<file path="src/rtl/rsa_key_if.sv">
// Handshake and key-result bundle between an RSA key sequencer and its user.
interface rsa_key_if #(
    parameter int M = 5
);
    logic             start;
    logic [M-1:0]     prime_in;
    logic             prime_valid;
    logic             prime_ready;
    logic [M-1:0]     key_p;
    logic [M-1:0]     key_q;
    logic [M-1:0]     key_e;
    logic [2*M-1:0]   key_n;
    logic [2*M-1:0]   key_phi;
    logic             busy;
    logic             done;
    logic             fail;

    modport master (
        output start, prime_in, prime_valid,
        input  prime_ready, key_p, key_q, key_e, key_n, key_phi, busy, done, fail
    );

    modport slave (
        input  start, prime_in, prime_valid,
        output prime_ready, key_p, key_q, key_e, key_n, key_phi, busy, done, fail
    );
endinterface

</file>
<file path="src/rtl/rsa_key_sequencer.sv">
// Collects p, q, e from a prime source, checks gcd(e, phi) == 1, publishes the key set.
// Optional GET-state watchdog enabled by defining RSA_KEYSEQ_TIMEOUT_EN.
module rsa_key_sequencer #(
    parameter int M         = 5,
    parameter int MAX_TRIES = 15
) (
    input logic   clk,
    input logic   rst_n,
    rsa_key_if.slave bus
);
    localparam int W2 = 2 * M;
    localparam int RW = $clog2(MAX_TRIES + 2);

    typedef enum logic [2:0] {
        StIdle,
        StGetP,
        StGetQ,
        StGetE,
        StCalc,
        StGcd,
        StDone,
        StFail
    } state_e;

    state_e          state_q;
    logic [M-1:0]    p_q, q_q, e_q;
    logic [W2-1:0]   n_q, phi_q, a_q, b_q;
    logic [RW-1:0]   retry_q;
    logic [M-1:0]    key_p_q, key_q_q, key_e_q;
    logic [W2-1:0]   key_n_q, key_phi_q;

    logic in_get, xfer, cand_small, tries_left;

    assign in_get     = (state_q == StGetP) || (state_q == StGetQ) || (state_q == StGetE);
    assign xfer       = bus.prime_valid && in_get;
    assign cand_small = bus.prime_in < M'(3);
    // One more reject is allowed only while the count is still below the limit.
    assign tries_left = retry_q != RW'(MAX_TRIES);

    assign bus.prime_ready = in_get;
    assign bus.busy        = state_q != StIdle;
    assign bus.done        = state_q == StDone;
    assign bus.fail        = state_q == StFail;
    assign bus.key_p       = key_p_q;
    assign bus.key_q       = key_q_q;
    assign bus.key_e       = key_e_q;
    assign bus.key_n       = key_n_q;
    assign bus.key_phi     = key_phi_q;

`ifdef RSA_KEYSEQ_TIMEOUT_EN
    logic [5:0] wd_q;
`endif

    always_ff @(posedge clk or negedge rst_n) begin
        if (!rst_n) begin
            state_q   <= StIdle;
            p_q       <= '0;
            q_q       <= '0;
            e_q       <= '0;
            n_q       <= '0;
            phi_q     <= '0;
            a_q       <= '0;
            b_q       <= '0;
            retry_q   <= '0;
            key_p_q   <= '0;
            key_q_q   <= '0;
            key_e_q   <= '0;
            key_n_q   <= '0;
            key_phi_q <= '0;
`ifdef RSA_KEYSEQ_TIMEOUT_EN
            wd_q      <= '0;
`endif
        end else begin
            case (state_q)
                StIdle: begin
                    if (bus.start) begin
                        state_q <= StGetP;
                        retry_q <= '0;
                    end
                end
                StGetP: begin
                    if (xfer) begin
                        if (cand_small) begin
                            if (tries_left) retry_q <= retry_q + RW'(1);
                            else            state_q <= StFail;
                        end else begin
                            p_q     <= bus.prime_in;
                            state_q <= StGetQ;
                        end
                    end
                end
                StGetQ: begin
                    if (xfer) begin
                        if (cand_small || (bus.prime_in == p_q)) begin
                            if (tries_left) retry_q <= retry_q + RW'(1);
                            else            state_q <= StFail;
                        end else begin
                            q_q     <= bus.prime_in;
                            state_q <= StCalc;
                        end
                    end
                end
                StCalc: begin
                    n_q     <= W2'(p_q) * W2'(q_q);
                    phi_q   <= (W2'(p_q) - W2'(1)) * (W2'(q_q) - W2'(1));
                    state_q <= StGetE;
                end
                StGetE: begin
                    if (xfer) begin
                        if (cand_small || (bus.prime_in == p_q) || (bus.prime_in == q_q)) begin
                            if (tries_left) retry_q <= retry_q + RW'(1);
                            else            state_q <= StFail;
                        end else begin
                            e_q     <= bus.prime_in;
                            a_q     <= phi_q;
                            b_q     <= W2'(bus.prime_in);
                            state_q <= StGcd;
                        end
                    end
                end
                StGcd: begin
                    if (b_q != '0) begin
                        a_q <= b_q;
                        b_q <= a_q % b_q;
                    end else if (a_q == W2'(1)) begin
                        // Keys only change here, so an aborted run never leaks a partial set.
                        key_p_q   <= p_q;
                        key_q_q   <= q_q;
                        key_e_q   <= e_q;
                        key_n_q   <= n_q;
                        key_phi_q <= phi_q;
                        state_q   <= StDone;
                    end else if (tries_left) begin
                        retry_q <= retry_q + RW'(1);
                        state_q <= StGetE;
                    end else begin
                        state_q <= StFail;
                    end
                end
                StDone:  state_q <= StIdle;
                StFail:  state_q <= StIdle;
                default: state_q <= StIdle;
            endcase

`ifdef RSA_KEYSEQ_TIMEOUT_EN
            // Watchdog reaches 63 on the 63rd idle GET cycle; that edge goes to FAIL.
            if (in_get && !xfer) begin
                if (wd_q == 6'd62) begin
                    wd_q    <= '0;
                    state_q <= StFail;
                end else begin
                    wd_q <= wd_q + 6'd1;
                end
            end else begin
                wd_q <= '0;
            end
`endif
        end
    end
endmodule

</file>
<file path="src/flat_wrapper.sv">
// flat-port wrapper written by rule: the top's interface ports become plain ports
module rsa_key_sequencer_flat 
#(
    parameter int M         = 5,
    parameter int MAX_TRIES = 15
)
  (clk, rst_n, bus_start, bus_prime_in, bus_prime_valid, bus_prime_ready, bus_key_p, bus_key_q, bus_key_e, bus_key_n, bus_key_phi, bus_busy, bus_done, bus_fail);
  rsa_key_if #(.M(M)) bus_i ();
  input logic clk;
  input logic rst_n;
  input wire logic [$bits(bus_i.start)-1:0] bus_start;
  input wire logic [$bits(bus_i.prime_in)-1:0] bus_prime_in;
  input wire logic [$bits(bus_i.prime_valid)-1:0] bus_prime_valid;
  output wire logic [$bits(bus_i.prime_ready)-1:0] bus_prime_ready;
  output wire logic [$bits(bus_i.key_p)-1:0] bus_key_p;
  output wire logic [$bits(bus_i.key_q)-1:0] bus_key_q;
  output wire logic [$bits(bus_i.key_e)-1:0] bus_key_e;
  output wire logic [$bits(bus_i.key_n)-1:0] bus_key_n;
  output wire logic [$bits(bus_i.key_phi)-1:0] bus_key_phi;
  output wire logic [$bits(bus_i.busy)-1:0] bus_busy;
  output wire logic [$bits(bus_i.done)-1:0] bus_done;
  output wire logic [$bits(bus_i.fail)-1:0] bus_fail;
  assign bus_i.start = bus_start;
  assign bus_i.prime_in = bus_prime_in;
  assign bus_i.prime_valid = bus_prime_valid;
  assign bus_prime_ready = bus_i.prime_ready;
  assign bus_key_p = bus_i.key_p;
  assign bus_key_q = bus_i.key_q;
  assign bus_key_e = bus_i.key_e;
  assign bus_key_n = bus_i.key_n;
  assign bus_key_phi = bus_i.key_phi;
  assign bus_busy = bus_i.busy;
  assign bus_done = bus_i.done;
  assign bus_fail = bus_i.fail;
  rsa_key_sequencer #(.M(M), .MAX_TRIES(MAX_TRIES)) u_core (.clk(clk), .rst_n(rst_n), .bus(bus_i));
endmodule
</file>
<file path="config.mk">
export PLATFORM = sky130hd
export DESIGN_NAME = rsa_key_sequencer_flat
export DESIGN_NICKNAME = d
export VERILOG_FILES = /design/src/rtl/rsa_key_if.sv /design/src/rtl/rsa_key_sequencer.sv /design/src/flat_wrapper.sv
export SDC_FILE = /design/constraint.sdc
export NUM_CORES = 1
export LEC_CHECK = 0
export ABC_AREA = 1
export BUFFER_PORTS_ARGS = -buffer_cell sky130_fd_sc_hd__buf_2
export CORE_MARGIN = 8
export CORE_UTILIZATION = 59
export DETAILED_ROUTE_END_ITERATION = 10
export PLACE_DENSITY = 0.77
export SETUP_SLACK_MARGIN = 0.3
export SLEW_MARGIN = 20
export SYNTH_ARGS = -nofsm -noshare
export SYNTH_HDL_FRONTEND = slang
export SYNTH_SLANG_ARGS = --single-unit
</file>
<file path="constraint.sdc">
create_clock -name clk -period 15 [get_ports clk]
set_input_delay 3 -clock clk [delete_from_list [all_inputs] [get_ports clk]]
set_output_delay 3 -clock clk [all_outputs]
set_load 0.005 [all_outputs]
</file>
==> reports/summary.json, run 1 <==
{
  "status": {
    "run_status": "completed"
  },
  "global_routing": {
    "gr-usage-all-layers_pct": 22.6,
    "global_route_wire_length_before_repair_mm": 37.0,
    "pin_count_of_the_biggest_net_entering_global_routing": 66,
    "overflow": 0,
    "number_of_antenna_violations_at_the_first_check_in_global_routing": 0,
    "grt_pass1_vias": 7742
  },
  "min_path": {
    "holdPathStages": 2,
    "worst_hold_path_type": "reg -> reg"
  },
  "die": {
    "fp-row-count": 45,
    "die_ht_um": 141,
    "die_w_um": 141,
    "placeable_core_region_mm2": 0.0152,
    "initial_core_util_pct": 60.4,
    "dieArea_mm2": 0.0198,
    "top_level_ports": 48
  },
  "detailed_routing": {
    "routedLengthMet1_mm": 9.62,
    "drtIter0Drc": 483,
    "total_wirelength_of_the_detailed_routed_design_mm": 21.9,
    "detail_route.drc_violations": 0,
    "met2_wirelength_mm": 10.9,
    "wl_per_cell_um": 14.9,
    "topRoutingLayerUsed": "met4",
    "route.vias.total": 8099,
    "post_drt_via_cell_ratio": 5.50,
    "routed_length_on_met3_um": 811,
    "postRouteAntennaNets": 0,
    "drt_pre_antenna_iters": 7
  },
  "critical_path": {
    "worstSetupStartpointType": "flip-flop",
    "crit_path_max_incr_delay_ps": 450,
    "worst_r2r_path_depth": 89,
    "cell_with_the_largest_stage_delay_on_the_worst_path": "sky130_fd_sc_hd__dfrtp_1",
    "crit_path_dat_ps": 13050,
    "path_max_fanout": 14,
    "setup.worst_path.class": "reg -> reg",
    "setup.worst_path.end_class": "flip-flop",
    "worst-endpoint-required_ps": 15210,
    "critPathMostFrequentCell": "sky130_fd_sc_hd__nand2_1"
  },
  "clock_tree": {
    "cts_hold_buf": 0,
    "tritoncts": "done",
    "cts_bufs_inserted": 9,
    "cts_root_buf": "sky130_fd_sc_hd__clkbuf_16",
    "ctsResizeCount": 0,
    "worstSkewPairLatency_ps": 350,
    "clk_path_buf_depth": 2,
    "cts_num_sinks": 98,
    "postCtsSetupRepairBufs": 0,
    "maximum_level_of_the_cts_h_tree": 3,
    "clk_pin_slew_ps": 70
  },
  "synth": {
    "syn_inst": 1253,
    "synth_warnings": 0,
    "synth_enable_flop_cells": 0,
    "dominantRegCellSynth": "sky130_fd_sc_hd__dfrtp_1",
    "synth_fp_nets": 1396,
    "synth_common_cells": "sky130_fd_sc_hd__nand2_1, sky130_fd_sc_hd__inv_1, sky130_fd_sc_hd__o21ai_0, sky130_fd_sc_hd__ha_1, sky130_fd_sc_hd__dfrtp_1",
    "synth.most_common_cell": "sky130_fd_sc_hd__nand2_1",
    "yosysTopAreaCell": "sky130_fd_sc_hd__dfrtp_1",
    "yosys.area.top_type_share_pct": 26.7,
    "synth-seq-area-share_pct": 26.7,
    "synth.ff_latch_count": 98,
    "synth.lib_cells_used.distinct": 52,
    "leading_post_synthesis_cells_by_cell_area": "sky130_fd_sc_hd__dfrtp_1, sky130_fd_sc_hd__ha_1, sky130_fd_sc_hd__nand2_1",
    "synthesis.area_mm2": 0.00918,
    "synth_area_per_cell_um2": 7.33,
    "async_reset_ff_share_pct": 100
  },
  "cells_and_area": {
    "post_route_cells_drive_above_1_share_pct": 10.0,
    "fill_cells": 1379,
    "antenna_cells_inserted": 0,
    "finish.net_count": 1422,
    "layout-area-overhead-vs-synth_pct": 7.02
  },
  "sta": {
    "rsz_0062_raised_after_global_routing": "no",
    "timing_hold_violations_final": 0,
    "finalMaxSlewViolations": 0,
    "finalSetupViolations": 0,
    "setup_slack_ps": 2170,
    "period_utilization_pct": 85.6,
    "finalCriticalPeriod_ps": 12830,
    "fmaxAchievable_ghz": 0.0779,
    "tns_ps": 0,
    "finalClockSkew_ps": 9.82,
    "tightestPinTransition_ps": 821,
    "normalized_max_slew_margin_pct": 45.2
  },
  "placement": {
    "final_hpwl_dp_mm": 17.2,
    "dp_worst_setup_slack_ps": 2330,
    "buffer_ports.inserted": 47,
    "routability_cong": 0.913
  },
  "run": {
    "cap_viol_max_count": 0
  }
}
[layer usage]
layer | GRT usage, % | vias up
met2 | 39.6 | 198
li1 | - | 4079
met1 | 28.6 | 3782
met3 | 2.06 | 40
met4 | 8.03 | 0
met5 | 0 | -
[flip-flops by register name, indices dropped and copies added (netlist names), 10 cells and up]
register            cells
u_core.bus.key_phi     10
u_core.bus.key_n       10
u_core.phi_q           10
u_core.n_q             10
u_core.b_q             10
u_core.a_q             10
[logic make-up (layout without fill, tap and decap cells)]
kind of cell	Yosys count	in the layout	synth area share, %
multiplexers	2	2	0.245
AND/OR/NAND/NOR	510	510	23.9
buffers and inverters	241	272	9.99
AO/OA/AOI/OAI	216	216	13.3
adder cells (fa/ha/maj)	134	134	20.9
flip-flops	98	98	26.7
XOR/XNOR	52	52	4.96
[placed cells by master (no fill, tap or decap), types with 6 or more instances in the layout]
master and count:
sky130_fd_sc_hd__o22ai_1 7, sky130_fd_sc_hd__nor2_1 90, sky130_fd_sc_hd__fa_1 32, sky130_fd_sc_hd__nand3_1 59
sky130_fd_sc_hd__and2_1 6, sky130_fd_sc_hd__inv_1 191, sky130_fd_sc_hd__xor2_1 26, sky130_fd_sc_hd__inv_2 14
sky130_fd_sc_hd__clkbuf_16 9, sky130_fd_sc_hd__o21ai_2 8, sky130_fd_sc_hd__or2_2 14, sky130_fd_sc_hd__xnor2_1 26
sky130_fd_sc_hd__o21ai_0 106, sky130_fd_sc_hd__a21oi_1 48, sky130_fd_sc_hd__ha_1 102, sky130_fd_sc_hd__a31oi_1 10
sky130_fd_sc_hd__o21ai_1 10, sky130_fd_sc_hd__dfrtp_1 98, sky130_fd_sc_hd__nor3_1 9, sky130_fd_sc_hd__buf_2 46
sky130_fd_sc_hd__nand2_1 302
[worst paths after layout]
kind | slack (ps) | startpoint | to
max in group asynchronous | 11240 | rst_n | u_core.p_q[4]
min in group asynchronous | 2580 | rst_n | u_core.n_q[8]
setup / recovery | 2170 | u_core.b_q[7] | u_core.b_q[1]
hold / removal | 480 | u_core.bus.key_n[6] | u_core.bus.key_n[6]
setup reg to reg | 2170 | u_core.b_q[7] | u_core.b_q[1]
hold reg to reg | 480 | u_core.bus.key_n[6] | u_core.bus.key_n[6]
[layout make-up]
| class | count | area, um^2 | share of cell area, % |
|---|---|---|---|
| multi-input combinational | 914 | 5810 | 59.2 |
| inverter | 206 | 773 | 7.87 |
| tap | 188 | 235 | 2.39 |
| clock inverter | 7 | 62.6 | 0.637 |
| clock buffer | 9 | 225 | 2.29 |
| sequential | 98 | 2450 | 25.0 |
| timing repair buffer | 50 | 260 | 2.65 |
[per-stage QoR]
step                      instances  hold slack, ps  area (um^2)  utilization [%]
final                          1472             480         9820             64.6
after global routing           1472             505         9820             64.6
after CTS                      1472             485         9820             64.6
after detailed placement       1456             469         9540             62.7
after global placement         1456             463         9540             62.7
after floorplan                1253             449         9180                -
[critical path: cells and delay by family (launching register included)]
kind	cells	cell delay (ps)
AOI/OAI and AO/OA	21	3470
xor gates and xnor gates	2	280
adders and majority gates	9	2840
buffers and inverters	13	1360
DFF	1	450
and+or+nand+nor	44	4260
Power of run 1 is left out: the tool's default activity adds up to more than one toggle a clock period on the data nets, which glitch-free logic cannot reach.
==> run 2, diff against run 1 <==
Settings changed: CORE_ASPECT_RATIO from default to 0.8.
Clock period 15 ns to 13.8 ns, I/O delays scaled along.
==> reports/summary.json, run 2 (synthesized netlist as in run 1, its figures left out) <==
{
  "die": {
    "die_w": {"value": 155, "unit": "um", "change": "was 141 um"},
    "initial_core_util": {"value": 60.7, "unit": "%", "change": "was 60.4%"},
    "top_level_ports": {"value": 48, "change": "unchanged"},
    "die_ht": {"value": 128, "unit": "um", "change": "was 141 um"},
    "placeable_core_region": {"value": 0.0151, "unit": "mm^2", "change": "was 0.0152 mm^2"},
    "dieArea": {"value": 0.0198, "unit": "mm^2", "change": "about the same"},
    "fp-row-count": {"value": 40, "change": "was 45"}
  },
  "global_routing": {
    "number_of_antenna_violations_at_the_first_check_in_global_routing": {"value": 0, "change": "unchanged"},
    "gr-usage-all-layers": {"value": 22.9, "unit": "%", "change": "was 22.6%"},
    "global_route_wire_length_before_repair": {"value": 37.3, "unit": "mm", "change": "was 37.0 mm"},
    "grt_pass1_vias": {"value": 7763, "change": "was 7742"},
    "pin_count_of_the_biggest_net_entering_global_routing": {"value": 73, "change": "was 66"},
    "overflow": {"value": 0, "change": "unchanged"}
  },
  "sta": {
    "fmaxAchievable": {"value": 0.0819, "unit": "GHz", "change": "was 0.0779 GHz"},
    "period_utilization": {"value": 88.4, "unit": "%", "change": "was 85.6%"},
    "finalMaxSlewViolations": {"value": 0, "change": "unchanged"},
    "tightestPinTransition": {"value": 903, "unit": "ps", "change": "was 821 ps"},
    "finalClockSkew": {"value": 9.05, "unit": "ps", "change": "was 9.82 ps"},
    "timing_hold_violations_final": {"value": 0, "change": "unchanged"},
    "finalCriticalPeriod": {"value": 12200, "unit": "ps", "change": "was 12830 ps"},
    "finalSetupViolations": {"value": 0, "change": "unchanged"},
    "normalized_max_slew_margin": {"value": 39.8, "unit": "%", "change": "was 45.2%"},
    "rsz_0062_raised_after_global_routing": {"value": "no", "change": "unchanged"},
    "setup_slack": {"value": 1600, "unit": "ps", "change": "was 2170 ps"},
    "tns": {"value": 0, "unit": "ps", "change": "unchanged"}
  },
  "clock_tree": {
    "cts_hold_buf": {"value": 0, "change": "unchanged"},
    "tritoncts": {"value": "done", "change": "unchanged"},
    "worstSkewPairLatency": {"value": 340, "unit": "ps", "change": "was 350 ps"},
    "clk_path_buf_depth": {"value": 2, "change": "unchanged"},
    "cts_num_sinks": {"value": 98, "change": "unchanged"},
    "clk_pin_slew": {"value": 70, "unit": "ps", "change": "about the same"},
    "cts_root_buf": {"value": "sky130_fd_sc_hd__clkbuf_16", "change": "unchanged"},
    "maximum_level_of_the_cts_h_tree": {"value": 3, "change": "unchanged"},
    "cts_bufs_inserted": {"value": 9, "change": "unchanged"}
  },
  "placement": {
    "dp_worst_setup_slack": {"value": 1150, "unit": "ps", "change": "was 2330 ps"},
    "final_hpwl_dp": {"value": 17.2, "unit": "mm", "change": "about the same"},
    "placed_cell_area": {"value": 0.00956, "unit": "mm^2", "change": "was 0.00954 mm^2"},
    "buffer_ports.inserted": {"value": 47, "change": "unchanged"},
    "dpl.cell_count": {"value": 1478, "change": "was 1456"},
    "routability_cong": {"value": 0.930, "change": "was 0.913"}
  },
  "detailed_routing": {
    "wl_per_cell": {"value": 14.8, "unit": "um", "change": "was 14.9 um"},
    "drt_pre_antenna_iters": {"value": 5, "change": "was 7"},
    "route.vias.total": {"value": 8173, "change": "was 8099"},
    "post_drt_via_cell_ratio": {"value": 5.46, "change": "was 5.50"},
    "drtIter0Drc": {"value": 732, "change": "was 483"},
    "detail_route.drc_violations": {"value": 0, "change": "unchanged"},
    "postRouteAntennaNets": {"value": 0, "change": "unchanged"},
    "total_wirelength_of_the_detailed_routed_design": {"value": 22.2, "unit": "mm", "change": "was 21.9 mm"}
  },
  "critical_path": {
    "critPathMostFrequentCell": {"value": "sky130_fd_sc_hd__nand2_1", "change": "unchanged"},
    "crit_path_dat": {"value": 12480, "unit": "ps", "change": "was 13050 ps"},
    "setup.worst_path.class": {"value": "reg -> reg", "change": "unchanged"},
    "crit_path_max_incr_delay": {"value": 480, "unit": "ps", "change": "was 450 ps"},
    "cell_with_the_largest_stage_delay_on_the_worst_path": {"value": "sky130_fd_sc_hd__dfrtp_1", "change": "unchanged"},
    "setup.worst_path.end_class": {"value": "flip-flop", "change": "unchanged"},
    "worst-endpoint-required": {"value": 14080, "unit": "ps", "change": "was 15210 ps"},
    "worstSetupStartpointType": {"value": "flip-flop", "change": "unchanged"},
    "worst_r2r_path_depth": {"value": 93, "change": "was 89"},
    "path_max_fanout": {"value": 10, "change": "was 14"}
  },
  "cells_and_area": {
    "antenna_cells_inserted": {"value": 0, "change": "unchanged"},
    "final_cells": {"value": 1498, "change": "was 1472"},
    "post_route_cells_drive_above_1_share": {"value": 10.7, "unit": "%", "change": "was 10.0%"},
    "layout_commonest_cell": {"value": "sky130_fd_sc_hd__nand2_1", "change": "unchanged"},
    "final_design_area_excluding_fillers": {"value": 0.00991, "unit": "mm^2", "change": "was 0.00982 mm^2"},
    "layout-area-overhead-vs-synth": {"value": 7.99, "unit": "%", "change": "was 7.02%"},
    "finish.net_count": {"value": 1426, "change": "was 1422"},
    "most-common-layout-cells": {"value": "sky130_fd_sc_hd__nand2_1, sky130_fd_sc_hd__inv_1, sky130_fd_sc_hd__o21ai_0", "change": "unchanged"}
  },
  "status": {
    "run_status": {"value": "completed", "change": "unchanged"}
  },
  "min_path": {
    "holdPathStages": {"value": 2, "change": "unchanged"},
    "worst_hold_path_type": {"value": "reg -> reg", "change": "unchanged"}
  },
  "run": {
    "cap_viol_max_count": {"value": 0, "change": "unchanged"}
  }
}
-- run 2: cell types whose count changed in the layout (fill, tap and decap cells not counted), moves of 2 or more --
cell                       change
sky130_fd_sc_hd__buf_4         +4
sky130_fd_sc_hd__clkinv_4      -4
sky130_fd_sc_hd__o21ai_0       -3
sky130_fd_sc_hd__o21ai_1       +3
sky130_fd_sc_hd__clkinv_2      +2
sky130_fd_sc_hd__inv_1         -2
-- run 2: cell type report --
class	instances	area, um^2
Clock buffer	10	239
Clock inverter	6	46.3
Fill cell	1343	5200
Inverter	206	779
Multi-Input combinational cell	914	5840
Sequential cell	98	2450
Tap cell	210	263
Timing Repair Buffer	54	290
-- run 2: repair_timing --
item / CTS / global route
setup endpoints to repair: 0 / 10
buffers inserted: 0 / 4
gates resized for setup: 0 / 11
-- run 2: worst max-delay path, delay by kind of cell, from the launching register on --
family                     cells  cell delay [ps]
and+or+nand+nor               51             4800
AOI/OAI and AO/OA             21             3010
adders and majority gates      9             2790
buffers and inverters         10              760
DFF                            1              480
xor gates and xnor gates       2              240
-- run 2: path summary, 6_finish.rpt --
kind | slack [ps] | startpoint | to
worst max-delay path | 1600 | u_core.b_q[9] | u_core.b_q[9]
worst min-delay path | 480 | u_core.bus.key_n[5] | u_core.bus.key_n[5]
worst max register to register | 1600 | u_core.b_q[9] | u_core.b_q[9]
worst min register to register | 480 | u_core.bus.key_n[5] | u_core.bus.key_n[5]
max in group asynchronous | 10240 | rst_n | u_core.n_q[0]
min in group asynchronous | 2330 | rst_n | u_core.bus.key_phi[2]
-- run 2: through the flow --
| step | hold slack, ps | util [%] |
|---|---|---|
| after floorplan | 449 | - |
| after global placement | 461 | 63.3 |
| after detailed placement | 468 | 63.3 |
| after CTS | 484 | 65.2 |
| after global routing | 509 | 65.6 |
| final | 479 | 65.6 |
-- run 2: routing by layer --
metal / vias to the layer above / track usage [%] / wire (um)
met5: - / 0 / 0
li1: 4081 / - / -
met4: 0 / 3.76 / 161
met2: 312 / 35.4 / 9640
met1: 3761 / 33.3 / 10600
met3: 19 / 3.94 / 1800
Power of run 2 is left out for the same reason.
